## src/rtl/sipo_frame_ctrl.sv

```systemverilog
// Frame-based serial-to-parallel packer: pulls a fixed number of bits per
// frame, packs them LSB-first into DATA_OUT_W-bit words, zero-pads the final
// partial word and flags it as last.
module sipo_frame_ctrl #(
  parameter int unsigned DATA_OUT_W  = 8,
  parameter int unsigned FRAME_LEN_W = 12
) (
  input  logic                   i_clk,
  input  logic                   i_rst_n,
  input  logic                   i_frame_start,
  input  logic [FRAME_LEN_W-1:0] i_frame_len,
  input  logic                   i_bit,
  input  logic                   i_bit_valid,
  output logic                   o_bit_ready,
  output logic [DATA_OUT_W-1:0]  o_data,
  output logic                   o_data_valid,
  input  logic                   i_data_ready,
  output logic                   o_data_last,
  output logic                   o_busy,
  output logic                   o_err
);

  localparam int unsigned IDX_W = $clog2(DATA_OUT_W);

  typedef enum logic [1:0] {
    IDLE    = 2'd0,
    COLLECT = 2'd1,
    EMIT    = 2'd2
  } state_t;

  state_t                 state, state_nxt;
  logic [FRAME_LEN_W-1:0] rem_cnt, rem_nxt;
  logic [IDX_W-1:0]       bit_idx, idx_nxt;
  logic [DATA_OUT_W-1:0]  shreg, shreg_nxt;
  logic                   err_nxt;
  logic                   bit_acc;
  logic                   word_acc;

  // o_bit_ready and o_data_valid are registered copies of the state decode
  assign bit_acc  = i_bit_valid & o_bit_ready;
  assign word_acc = o_data_valid & i_data_ready;

  // The shift register is itself a flop, so it drives the word output directly
  assign o_data = shreg;

  // Next-state, counter, packing and error decode
  always_comb begin
    state_nxt = state;
    rem_nxt   = rem_cnt;
    idx_nxt   = bit_idx;
    shreg_nxt = shreg;
    err_nxt   = 1'b0;
    case (state)
      IDLE: begin
        if (i_frame_start) begin
          if (i_frame_len != '0) begin
            state_nxt = COLLECT;
            rem_nxt   = i_frame_len;
            idx_nxt   = '0;
            shreg_nxt = '0;
          end else begin
            err_nxt = 1'b1;
          end
        end
        if (i_bit_valid) begin
          err_nxt = 1'b1;
        end
      end
      COLLECT: begin
        if (i_frame_start) begin
          err_nxt = 1'b1;
        end
        if (bit_acc) begin
          shreg_nxt[bit_idx] = i_bit;
          rem_nxt            = rem_cnt - FRAME_LEN_W'(1);
          // Hold the index at the top slot so it only wraps via the reload
          if ((bit_idx == IDX_W'(DATA_OUT_W - 1)) || (rem_cnt == FRAME_LEN_W'(1))) begin
            state_nxt = EMIT;
          end else begin
            idx_nxt = bit_idx + IDX_W'(1);
          end
        end
      end
      EMIT: begin
        if (i_frame_start) begin
          err_nxt = 1'b1;
        end
        if (word_acc) begin
          shreg_nxt = '0;
          idx_nxt   = '0;
          state_nxt = (rem_cnt != '0) ? COLLECT : IDLE;
        end
      end
      default: begin
        state_nxt = IDLE;
      end
    endcase
  end

  // State, datapath and registered outputs
  always_ff @(posedge i_clk or negedge i_rst_n) begin
    if (!i_rst_n) begin
      state        <= IDLE;
      rem_cnt      <= '0;
      bit_idx      <= '0;
      shreg        <= '0;
      o_bit_ready  <= 1'b0;
      o_data_valid <= 1'b0;
      o_data_last  <= 1'b0;
      o_busy       <= 1'b0;
      o_err        <= 1'b0;
    end else begin
      state        <= state_nxt;
      rem_cnt      <= rem_nxt;
      bit_idx      <= idx_nxt;
      shreg        <= shreg_nxt;
      o_bit_ready  <= (state_nxt == COLLECT);
      o_data_valid <= (state_nxt == EMIT);
      o_data_last  <= (state_nxt == EMIT) && (rem_nxt == '0);
      o_busy       <= (state_nxt != IDLE);
      o_err        <= err_nxt;
    end
  end

endmodule

```

## config.mk

```make
export PLATFORM = sky130hd
export DESIGN_NAME = sipo_frame_ctrl
export DESIGN_NICKNAME = d
export VERILOG_FILES = /design/src/rtl/sipo_frame_ctrl.sv
export SDC_FILE = /design/constraint.sdc
export NUM_CORES = 1
export LEC_CHECK = 0
export BUFFER_PORTS_ARGS = -buffer_cell sky130_fd_sc_hd__buf_2
export CAP_MARGIN = 30
export CORE_UTILIZATION = 30
export DETAILED_ROUTE_END_ITERATION = 10
export PLACE_DENSITY = 0.57
export SLEW_MARGIN = 20
export SYNTH_ARGS = -nofsm -noshare
export SYNTH_HDL_FRONTEND = slang
export SYNTH_SLANG_ARGS = --single-unit
export TNS_END_PERCENT = 100
```

## constraint.sdc

```tcl
create_clock -name i_clk -period 6.5 [get_ports i_clk]
set_input_delay 1.3 -clock i_clk [delete_from_list [all_inputs] [get_ports i_clk]]
set_output_delay 1.3 -clock i_clk [all_outputs]
set_load 0.03 [all_outputs]
```

==> results.md <==
- Mux cell area share after synthesis: 4.33%
- Worst-path clk slew: 0.07 ns
- Max-slew violation count: 0
- Worst Tran Pin Value: 0.715 ns
- Crit-path leading delay family: compound AO/OA/AOI/OAI gates
- VDD IR max: 126 uV
- Hold path cells: 1
- Max Cap Viol: 0
- First-pass GRT wire length: 7970 um
- Main combinational cell family by area after synthesis: simple AND/OR/NAND/NOR gates
- Share of layout cells above drive strength 1: between 20% and 30%
- Antenna viol nets, final: 0
- Setup violators final: 0
- Power per cell area: 473 mW/mm2
- Number of global-route vias before repair: around 1.6k
- Clk buf depth: 2
- Synth unique cells: 56
- Initial antenna violation count: 0
- ANT cells: 0
- Crit path cell chain: buf_2, or4_1, o31ai_1, a21o_1, nor2_1, mux2_2, a22o_1
- Crit path DAT: 3.45 ns
- Post-Synth XOR/XNOR Area: 0%
- Area Growth Syn to Fin: 13.8%
- Top_reg_cell synth: dfrtp_1
- Tot GR Track Use: 14.7%
- Wire length per cell: 15.2 um
- I/O Pins: 31
- Top achievable clock speed: 0.306 GHz
- Max-slew headroom: 52.3%
- TritonCTS Buffers: 5
- Post-CTS setup buffer count: 0
- CTS Hold Bufs: 0
- CP Data Required Time: ~6.7 ns
- Final Hold Vio Count: 0
- Post-synthesis cell count: approximately 210
- Core ar.: 0.00635 mm2
- Status: finished clean
- First DRT Iteration DRCs: roughly 100
- Setup crit end kind: register
- Minimum clock period: 3.27 ns
- Initial DRT Pass Iterations: 4
- Synth warnings: 0
- Seq/Total Area, Yosys: 38.2%
- R2r worst-path depth: 8
- Number of vias per cell: between 5 and 6
- CP bufs+invs: 1
- Met2 usage: 23.0%
- Met1 usage: between 15 and 20%
- Asr flop ratio synth: 100%
- Net Count, Synth: 232
- CTS sink count: 30
- Post-synthesis cell area: 0.00197 mm2
- Compound-Gate Fraction of Synth Area: around 23%
- CTS tree: done
- Starting Density: between 30% and 40%
- Total Neg Setup Slack: 0 ns
- DPL Wire Length: 3500 um
- # rows: 29
- GP Congestion: 0.838
- Post-synth EDFFs: 0
- Overflow after GRT: 0
- Met3 Use GR: 2.98%
- Clk Latency, worst-skew pair: 0.29 ns
- Post-synthesis simple-gate area fraction: 23.0%
- Max stage delay on crit path: 0.57 ns
- Crit Path Max Fanout: 14
- Post-synthesis adder-cell area fraction: 5.73%
- H-tree level count: 2
- R2r setup slk: ~3.4 ns
- Slowest cell on crit path: or4_1
- Post-cts repair resize count: 0
- DRC: 0
- Vias: 1698
- R2r startpoint: state[1]
- Clk_skew: 0.00432 ns
- FF-to-FF End: o_data_last
- Total Power: 1.06 mW
- Unrepaired setup endpoints after global routing: false
- Pleak: 0.995 nW
- Final #Nets: roughly 260
- Die height: 82.9 um
- Gr busiest metal: met2
- #FFs+latches synth: 30
- Commonest non-fill, non-tap cells in the layout: dfrtp_1 (30), buf_2 (30), nand2_1 (20), inv_1 (12), nand3_1 (10)
- Kind of critical path: input port to register
- Die X: approximately 83 um
- Largest net degree at the start of global routing: 31
- Hold path startpoint: o_data[5]
- Syn_area_per_cell: 9.59 um2
- Final wirelength: 4700 um
- Port Buf Inserts: 30
- Die area: 0.00688 mm2
- Worst hold path type: register to register
- Period Utilization, post-route: 50.4%
- Startpoint Class: input port
- Filler Cell Count: between 600 and 700
- Root Buffer Master: clkbuf_8
- WHS Endpoint: o_data[5]
==> worst max path at each step <==
stage	from	end	slack, ns	cells past startpoint
finish	i_frame_len[4]	o_data[1]	3.23	7
global route	i_frame_len[4]	o_data[0]	3.09	7
CTS	i_frame_len[4]	o_data[1]	3.25	7
detailed placement	i_frame_len[4]	o_data[1]	2.94	7
global placement	i_frame_len[7]	o_data_last	2.97	7
floorplan	i_frame_start	o_data_last	3.41	7
==> registers in the layout, indices dropped and copies added (netlist names) <==
name          flops
rem_cnt          12
o_data_last       1
state             2
bit_idx           3
o_data_valid      1
o_data            8
o_err             1
o_bit_ready       1
o_busy            1
==> Yosys cell counts (2+ instances only) <==
cell,count,area (um2)
nor4_1,5,31.3
dfrtp_1,30,751
and2_1,3,18.8
o21ai_0,6,30.0
a221o_1,4,40.0
buf_6,2,22.5
nor2_1,8,30.0
a31oi_1,3,18.8
nand3_1,10,50.1
or3_1,3,18.8
inv_1,12,45.0
a22o_1,9,78.8
buf_1,2,7.51
mux2_2,3,33.8
a21o_1,6,45.0
clkbuf_1,2,7.51
nor2b_1,2,12.5
nor3_1,3,15.0
or4_1,5,37.5
and4_1,3,26.3
and3_1,2,12.5
buf_2,2,10.0
ha_1,9,113
mux2i_1,4,40.0
nand4b_1,3,26.3
o31ai_1,7,52.6
nand2_1,20,75.1
a21oi_1,4,20.0
a41oi_1,2,17.5
a22oi_1,2,15.0
a211oi_1,4,30.0
==> cells by family (layout without fill, tap and decap cells) <==
logic type | Yosys count | after routing
multiplexers | 8 | 8
flip-flops | 30 | 30
adder cells (fa/ha/maj) | 9 | 9
buffers and inverters | 22 | 50
AND/OR/NAND/NOR | 77 | 77
AO/OA/AOI/OAI | 59 | 59
==> per-stage QoR <==
stage / std cells / utilization [%] / area, um2 / hold slack (ns) / setup slack, ns
detailed placement: 302 / 33.7 / 2140 / 0.514 / 2.94
CTS: 310 / 35.2 / 2240 / 0.535 / 3.25
finish: 310 / 35.2 / 2240 / 0.529 / 3.23
global placement: 302 / 33.7 / 2140 / 0.515 / 2.97
floorplan: 205 / - / 1970 / 0.517 / 3.41
global route: 310 / 35.2 / 2240 / 0.540 / 3.09
==> power breakdown <==
part | internal (mW) | switching (mW)
Clock | 0.0850 | 0.0740
Sequential | 0.271 | 0.0965
Combinational | 0.214 | 0.318
==> area by class of cell <==
class | instances | area, um2 | share of cell area [%]
clock buffers | 6 | 82.6 | 3.69
clock inverters | 2 | 12.5 | 0.559
inverters | 12 | 45.0 | 2.01
multi-input cells | 153 | 1100 | 49.2
flip-flops and latches | 30 | 751 | 33.6
well taps | 77 | 96.3 | 4.31
repair buffers | 30 | 150 | 6.71
==> routing by layer <==
| metal | up-vias | part of all wire, % | routed length [um] |
|---|---|---|---|
| met3 | 7 | 3.6 | 171 |
| met1 | 824 | 47 | 2230 |
| met4 | 0 | 1.7 | 80 |
| met2 | 28 | 47 | 2230 |
| li1 | 839 | - | - |
| met5 | - | 0 | 0 |
(Power assumes the default switching activity.)
